File: src/rtl/fetch_if.sv
// Fetch-stage bus: hazard/branch controls in, instruction memory port,
// and the IF/ID register outputs toward decode.
// Optional FETCH_PERF_CNT_EN adds the fetch/stall performance counters.
interface fetch_if;
    logic        stall;
    logic        redirect;
    logic [15:0] redirect_pc;
    logic [15:0] imem_addr;
    logic [15:0] imem_rdata;
    logic [15:0] pc_out;
    logic [15:0] ifid_inst;
    logic [15:0] ifid_pc1;
    logic        ifid_valid;
    logic        halted;
`ifdef FETCH_PERF_CNT_EN
    logic [15:0] fetch_count;
    logic [15:0] stall_count;
`endif

    // Environment side: drives controls and memory data, observes fetch.
    modport master (
        output stall, redirect, redirect_pc, imem_rdata,
        input  imem_addr, pc_out, ifid_inst, ifid_pc1, ifid_valid, halted
`ifdef FETCH_PERF_CNT_EN
        , input fetch_count, stall_count
`endif
    );

    // Fetch stage side.
    modport slave (
        input  stall, redirect, redirect_pc, imem_rdata,
        output imem_addr, pc_out, ifid_inst, ifid_pc1, ifid_valid, halted
`ifdef FETCH_PERF_CNT_EN
        , output fetch_count, stall_count
`endif
    );
endinterface

File: src/rtl/fetch_stage.sv
// Instruction-fetch stage: PC register, instruction memory addressing and
// the IF/ID pipeline register. Redirect beats stall beats HALT beats fetch.
// Optional macro FETCH_PERF_CNT_EN adds saturating fetch/stall counters.
module fetch_stage #(
    parameter logic [15:0] RESET_PC    = 16'h0000,
    parameter logic [15:0] NOP_INST    = 16'h0000,
    parameter logic [3:0]  HALT_OPCODE = 4'hF
) (
    input  logic   clk,
    input  logic   rst,
    fetch_if.slave bus
);
    typedef enum logic {RUN = 1'b0, HALT = 1'b1} state_t;

    state_t      state_q, state_d;
    logic [15:0] pc_q, pc_d;
    logic [15:0] inst_q, inst_d;
    logic [15:0] pc1_q, pc1_d;
    logic        valid_q, valid_d;
    logic [15:0] pc_inc;
    logic        fetch_en;

    assign pc_inc   = pc_q + 16'd1;
    // A real instruction enters IF/ID only when running and unobstructed.
    assign fetch_en = !bus.redirect && !bus.stall && (state_q == RUN);

    // State, PC and IF/ID registers.
    always_ff @(posedge clk or negedge rst) begin
        if (!rst) begin
            state_q <= RUN;
            pc_q    <= RESET_PC;
            inst_q  <= NOP_INST;
            pc1_q   <= 16'h0000;
            valid_q <= 1'b0;
        end else begin
            state_q <= state_d;
            pc_q    <= pc_d;
            inst_q  <= inst_d;
            pc1_q   <= pc1_d;
            valid_q <= valid_d;
        end
    end

    // Next-state: redirect squashes, stall holds, HALT emits bubbles.
    always_comb begin
        state_d = state_q;
        pc_d    = pc_q;
        inst_d  = inst_q;
        pc1_d   = pc1_q;
        valid_d = valid_q;
        if (bus.redirect) begin
            pc_d    = bus.redirect_pc;
            inst_d  = NOP_INST;
            pc1_d   = 16'h0000;
            valid_d = 1'b0;
            state_d = RUN;
        end else if (bus.stall) begin
            // everything holds
        end else if (state_q == HALT) begin
            inst_d  = NOP_INST;
            pc1_d   = 16'h0000;
            valid_d = 1'b0;
        end else begin
            inst_d  = bus.imem_rdata;
            pc1_d   = pc_inc;
            valid_d = 1'b1;
            // The HALT word itself goes to decode; PC parks on it.
            if (bus.imem_rdata[15:12] == HALT_OPCODE)
                state_d = HALT;
            else
                pc_d = pc_inc;
        end
    end

    assign bus.imem_addr  = pc_q;
    assign bus.pc_out     = pc_q;
    assign bus.ifid_inst  = inst_q;
    assign bus.ifid_pc1   = pc1_q;
    assign bus.ifid_valid = valid_q;
    assign bus.halted     = (state_q == HALT);

`ifdef FETCH_PERF_CNT_EN
    logic [15:0] fetch_cnt_q, stall_cnt_q;

    // Saturating counters of fetched instructions and stalled cycles.
    always_ff @(posedge clk or negedge rst) begin
        if (!rst) begin
            fetch_cnt_q <= 16'h0000;
            stall_cnt_q <= 16'h0000;
        end else begin
            if (fetch_en && fetch_cnt_q != 16'hFFFF)
                fetch_cnt_q <= fetch_cnt_q + 16'd1;
            if (bus.stall && !bus.redirect && stall_cnt_q != 16'hFFFF)
                stall_cnt_q <= stall_cnt_q + 16'd1;
        end
    end

    assign bus.fetch_count = fetch_cnt_q;
    assign bus.stall_count = stall_cnt_q;
`else
    logic unused_fetch_en;
    assign unused_fetch_en = fetch_en;
`endif
endmodule

File: src/flat_wrapper.sv
// flat-port wrapper written by rule: the top's interface ports become plain ports
module fetch_stage_flat 
#(
    parameter logic [15:0] RESET_PC    = 16'h0000,
    parameter logic [15:0] NOP_INST    = 16'h0000,
    parameter logic [3:0]  HALT_OPCODE = 4'hF
)
  (clk, rst, bus_stall, bus_redirect, bus_redirect_pc, bus_imem_rdata, bus_imem_addr, bus_pc_out, bus_ifid_inst, bus_ifid_pc1, bus_ifid_valid, bus_halted);
  fetch_if bus_i ();
  input  logic clk;
  input  logic rst;
  input wire logic [$bits(bus_i.stall)-1:0] bus_stall;
  input wire logic [$bits(bus_i.redirect)-1:0] bus_redirect;
  input wire logic [$bits(bus_i.redirect_pc)-1:0] bus_redirect_pc;
  input wire logic [$bits(bus_i.imem_rdata)-1:0] bus_imem_rdata;
  output wire logic [$bits(bus_i.imem_addr)-1:0] bus_imem_addr;
  output wire logic [$bits(bus_i.pc_out)-1:0] bus_pc_out;
  output wire logic [$bits(bus_i.ifid_inst)-1:0] bus_ifid_inst;
  output wire logic [$bits(bus_i.ifid_pc1)-1:0] bus_ifid_pc1;
  output wire logic [$bits(bus_i.ifid_valid)-1:0] bus_ifid_valid;
  output wire logic [$bits(bus_i.halted)-1:0] bus_halted;
  assign bus_i.stall = bus_stall;
  assign bus_i.redirect = bus_redirect;
  assign bus_i.redirect_pc = bus_redirect_pc;
  assign bus_i.imem_rdata = bus_imem_rdata;
  assign bus_imem_addr = bus_i.imem_addr;
  assign bus_pc_out = bus_i.pc_out;
  assign bus_ifid_inst = bus_i.ifid_inst;
  assign bus_ifid_pc1 = bus_i.ifid_pc1;
  assign bus_ifid_valid = bus_i.ifid_valid;
  assign bus_halted = bus_i.halted;
  fetch_stage #(.RESET_PC(RESET_PC), .NOP_INST(NOP_INST), .HALT_OPCODE(HALT_OPCODE)) u_core (.clk(clk), .rst(rst), .bus(bus_i));
endmodule
File: config.mk
export PLATFORM = sky130hd
export DESIGN_NAME = fetch_stage_flat
export DESIGN_NICKNAME = d
export VERILOG_FILES = /design/src/rtl/fetch_if.sv /design/src/rtl/fetch_stage.sv /design/src/flat_wrapper.sv
export SDC_FILE = /design/constraint.sdc
export NUM_CORES = 1
export LEC_CHECK = 0
export CORE_MARGIN = 2
export CORE_UTILIZATION = 44
export DETAILED_ROUTE_END_ITERATION = 16
export GPL_ROUTABILITY_DRIVEN = 0
export PLACE_DENSITY_LB_ADDON = 0.05
export SLEW_MARGIN = 25
export SYNTH_ARGS = -nofsm -noshare
export SYNTH_HDL_FRONTEND = slang
export SYNTH_SLANG_ARGS = --single-unit
export TNS_END_PERCENT = 1
File: constraint.sdc
create_clock -name clk -period 2.8 [get_ports clk]
set_input_delay 0.56 -clock clk [delete_from_list [all_inputs] [get_ports clk]]
set_output_delay 0.56 -clock clk [all_outputs]
set_load 0.02 [all_outputs]
==> results of run 1 <==
## routing by layer
metal | up-vias | global-route usage
met1 | 1056 | 0.3069
met5 | - | 0
met2 | 75 | 0.3250
li1 | 1064 | -
met4 | 0 | 0.04915
met3 | 5 | 0.03708
## registers in the layout, indices dropped and copies added (netlist names)
name / flops
u_core.bus.halted: 1
u_core.bus.ifid_inst: 16
u_core.bus.ifid_pc1: 16
u_core.bus.ifid_valid: 1
u_core.bus.imem_addr: 16
## kinds of logic after synthesis
kind of cell | count (synthesis) | synth area share
simple gates | 98 | 0.2086
fa+ha+maj | 1 | 0.004873
xor+xnor | 17 | 0.05799
mux | 4 | 0.01560
buf+inv | 35 | 0.08626
compound gates | 50 | 0.1394
flops | 50 | 0.4873
## where the power goes
group          switching [mW]  internal [mW]  total [mW]
Sequential             0.0714          0.781       0.852
Clock                   0.228          0.286       0.514
Combinational           0.268          0.266       0.534
## worst max-delay path: cells and delay by family
kind | cells | cell delay, ns
buffers and inverters | 2 | 0.69
AOI/OAI and AO/OA | 1 | 0.16
and+or+nand+nor | 3 | 1.08
## final timing paths
check | from | end | slack, ns | depth (start not counted)
worst max-delay path | bus_stall | u_core.bus.imem_addr[14] | 0.53 | 6
worst min-delay path | rst | u_core.bus.ifid_inst[6] | 0.14 | 1
worst max register to register | u_core.bus.imem_addr[6] | u_core.bus.imem_addr[15] | 0.81 | 4
worst min register to register | u_core.bus.ifid_valid | u_core.bus.ifid_valid | 0.48 | 2
max in group asynchronous | rst | u_core.bus.imem_addr[2] | 1.89 | 2
min in group clk | u_core.bus.ifid_valid | u_core.bus.ifid_valid | 0.48 | 2
## cell usage after synthesis, drive strengths merged, types with 4 or more instances
cell type and n:
a22o 17, buf 21, nand3 8, nor4 6, nor3 6, nand4 8
nor2b 4, and4 4, nand2 39, xor2 6, dfrtp 50, xnor2 11
nor2 10, mux2i 4, clkbuf 11, o21ai 18, a22oi 4
## layout make-up
| type | instances | area, um^2 |
|---|---|---|
| Tap cell | 72 | 90.09 |
| Inverter | 2 | 7.507 |
| Fill cell | 504 | 1922 |
| Clock inverter | 1 | 30.03 |
| Multi-Input combinational cell | 170 | 1102 |
| Clock buffer | 6 | 82.58 |
| Sequential cell | 50 | 1251 |
| Timing Repair Buffer | 112 | 1089 |
## stage by stage
step	hold slack, ns	power (mW)
after floorplan	0.2644	1.152
after global placement	0.4596	1.397
after detailed placement	0.4662	1.404
after CTS	0.1500	1.920
after global routing	0.1529	1.992
final	0.1400	1.901
==> flow_summary.ini, run 1 <==
[clocking]
cts_resized = 0
h-tree-depth = 2
hold_buffers = 0
cts.clk_slew.worst_paths_ns = 0.09
clock-root-buffer = clkbuf_8
cts.sinks = 50
postCtsSetupBuffers = 0
tritoncts = done
cts_inserted_buffers = 5
insertion_delay_ns = 0.30
clock_path_buffers = 2

[detailed_routing]
dr.pass1.iters = 4
drt-met1-wl_mm = 3.091
avgViaCountPerCell = 5.327
antenna_left = 0
dr_wl_met3_um = 372
highest_layer = met4
wl_mm = 6.335
drc = 0
dr_wl_met2_mm = 2.814
wl_per_cell_um = 15.34
drt_iter0_markers = 110
vias = 2200

[pwr]
power_density_mw_per_mm2 = 520.4
cellLeakagePower_nw = 1.507
ir_drop_mv = 0.3408

[placement]
dp.cells = 406
post-place-ws_ns = 0.2287
dpl.hpwl_mm = 4.680
port_buffers = 101
place_area_mm2 = 0.003540

[finish]
syn_to_final_growth_pct = 42.25
final_cell_mix = clkdlybuf4s50_1, dfrtp_1, nand2_1
finalNonFillerCells = 413
fin_util = 0.6552
n_antenna_cell = 0
layout-drive-gt1-share = 0.08504
fin_nets = 378
layout_commonest_cell = clkdlybuf4s50_1
stdcell_area_mm2 = 0.003652

[hold_path]
hold_path.class = in -> async

[outcome]
status = completed

[setup_path]
slowest_delay_ns = 0.52
critPathKind = in -> reg
cp_max_fo = 7
crit_arrival_ns = 2.49
critPathLaunchType = primary input
cp-end-kind = register
worstPathCellList = clkdlybuf4s50_1 > or2_2 > nor4_1 > buf_4 > or3b_2 > a31oi_1
slowest_stage = clkdlybuf4s50_1
critical_path_required_ns = 3.03

[yosys]
synth_flop_cell = dfrtp_1
async_flop_share = 1.000
synth-edff-count = 0
synth_nets = 292
ys_ff_latch = 50
synth_area_mm2 = 0.002567
synth_top_area_frac = 0.4873
ys_seq_area_frac = 0.4873
synthTopCellsByArea = dfrtp_1, a22o_1, nand2_1
synth.distinct_cells = 42
yosysWarnings = 0
synth_top_area_cell = dfrtp_1
syn_avg_cell_area_um2 = 10.07
syn_inst = 255

[global_routing]
grt_max_degree = 38
grt_pass1_vias = 2106
grtUsageTotal = 0.2101
grt_pass1_wl_mm = 10.45
grt.overflow.total = 0
antenna_found_initial = 0

[floorplan]
die-area_mm2 = 0.006463
core_mm2 = 0.005574
start_util = 0.4606
fp-row-count = 27
die_x_um = 80.39
die_h_um = 80.39
ios = 102

[sta]
finalSetupTns_ns = 0
setup_ws_ns = 0.5305
finalMaxSlewViolations = 0
rsz0062_at_grt = no
period_needed_ns = 2.270
hold_violations = 0
slew_headroom = 0.5663
period_share = 0.8105
timing.fmax_mhz = 440.6
worstMarginPinSlew_ns = 0.6471
setup-violations-final = 0
fin_worst_skew_ns = 0.01003

[run]
maxCapViolCount = 0
(Power assumes the default switching activity.)
==> run 2, diff against run 1 <==
clock period = 2.31 ns   (was 2.8 ns; I/O delays follow)
==> run 2 against run 1 <==
Effect of this change:
- via count increased by 1.7%
- global-route usage grew 0.51 points
- clock-buffer cell count up 1
- design area increased by 2.8%
- sequential power rose by 21%
- first-iteration DRC count is 11% lower
- die area unchanged
- worst hold slack improved by 0.0088 ns
- critical endpoint is now u_core.bus.imem_addr[12]
==> flow_summary.ini, run 2 (synthesis results as in run 1) <==
[outcome]
status = completed

[setup_path]
cp_max_fo = 4
critical_path_required_ns = 2.54
reg2reg_depth = 6
critPathKind = in -> reg
crit_arrival_ns = 2.32
slowest_delay_ns = 0.43
critPathLaunchType = primary input
slowest_stage = or3b_2
worstPathCellList = clkdlybuf4s50_1 > or2_2 > nor4_1 > buf_4 > or3b_2 > a31oi_1
cp-end-kind = register

[finish]
final_cell_mix = clkdlybuf4s50_1, dfrtp_1, nand2_1
layout-drive-gt1-share = 0.1232
n_antenna_cell = 0
stdcell_area_mm2 = 0.003756
fillers = 461
fin_nets = 393
layout_commonest_cell = clkdlybuf4s50_1
syn_to_final_growth_pct = 46.30

[sta]
rsz0062_at_grt = no
slew_headroom = 0.6159
fin_worst_skew_ns = 0.008462
period_needed_ns = 2.093
period_share = 0.9060
finalMaxSlewViolations = 0
timing.fmax_mhz = 477.8
setup-violations-final = 0
hold_violations = 0
worstMarginPinSlew_ns = 0.5761
holdWs_ns = 0.1487

[detailed_routing]
avgViaCountPerCell = 5.214
drt_iter0_markers = 98
drc = 0
vias = 2237
wl_mm = 6.376
dr.pass1.iters = 4
wl_per_cell_um = 14.86
antenna_left = 0

[pwr]
cellLeakagePower_nw = 1.574
ir_drop_mv = 0.2911
power_density_mw_per_mm2 = 591.3
total_power_mw = 2.221

[clocking]
insertion_delay_ns = 0.30
tritoncts = done
clock-root-buffer = clkbuf_8
postCtsSetupBuffers = 0
cts_inserted_buffers = 5
cts_resized = 0
hold_buffers = 0
h-tree-depth = 2
clock_path_buffers = 2
cts.sinks = 50
cts.clk_slew.worst_paths_ns = 0.09

[global_routing]
grt_max_degree = 28
grt.overflow.total = 0
grt_pass1_wl_mm = 10.74
grt_pass1_vias = 2193
antenna_found_initial = 0
grtUsageTotal = 0.2152

[floorplan]
core_mm2 = 0.005574
die-area_mm2 = 0.006463
die_h_um = 80.39
start_util = 0.4606
ios = 102
fp-row-count = 27
die_x_um = 80.39

[placement]
dpl.hpwl_mm = 4.849
port_buffers = 101
place_area_mm2 = 0.003665

[hold_path]
hold_path.class = in -> async

[run]
maxCapViolCount = 0
-- run 2: metrics by stage --
step	util	cells	setup TNS [ns]	setup slack, ns
4_1_cts	0.6739	429	0	0.2001
3_5_place_dp	0.6575	421	-0.2286	-0.1169
2_1_floorplan	-	255	0	0.2408
5_1_grt	0.6739	429	0	0.1143
3_3_place_gp	0.6575	421	-0.1529	-0.07974
6_report	0.6739	429	0	0.2170
-- run 2: per-layer routing --
layer	up-vias	track usage	share of wire
met5	-	0	0
met4	0	0.07288	0.0096
met3	7	0.03820	0.057
met2	77	0.3233	0.45
met1	1053	0.3131	0.49
li1	1100	-	-
-- run 2: final timing paths --
check,slack (ns),from,to
max,0.22,bus_stall,u_core.bus.imem_addr[12]
min,0.15,rst,u_core.bus.ifid_inst[8]
max reg2reg,0.25,u_core.bus.imem_addr[0],u_core.bus.imem_addr[12]
min reg2reg,0.48,u_core.bus.ifid_pc1[4],u_core.bus.ifid_pc1[4]
max in group asynchronous,1.60,rst,u_core.bus.ifid_pc1[11]
min in group clk,0.48,u_core.bus.ifid_pc1[4],u_core.bus.ifid_pc1[4]
-- run 2: area by class of cell --
cell class	count	area, um^2	area share
Sequential cell	50	1251	0.3331
Timing Repair Buffer	127	1214	0.3231
Multi-Input combinational cell	170	1102	0.2935
Tap cell	72	90.09	0.02398
Clock buffer	7	86.33	0.02298
Inverter	2	7.507	0.001999
Clock inverter	1	5.005	0.001332
-- run 2: critical path: cells and delay by family --
kind / cells / cell delay, ns
AO/OA/AOI/OAI: 1 / 0.16
buffers and inverters: 2 / 0.60
AND/OR/NAND/NOR: 3 / 1.09
-- run 2: power breakdown --
group	internal (mW)	switching [mW]	leakage [nW]
clock	0.242	0.276	0.0482
sequential	0.946	0.0834	0.638
combinational	0.341	0.332	0.888
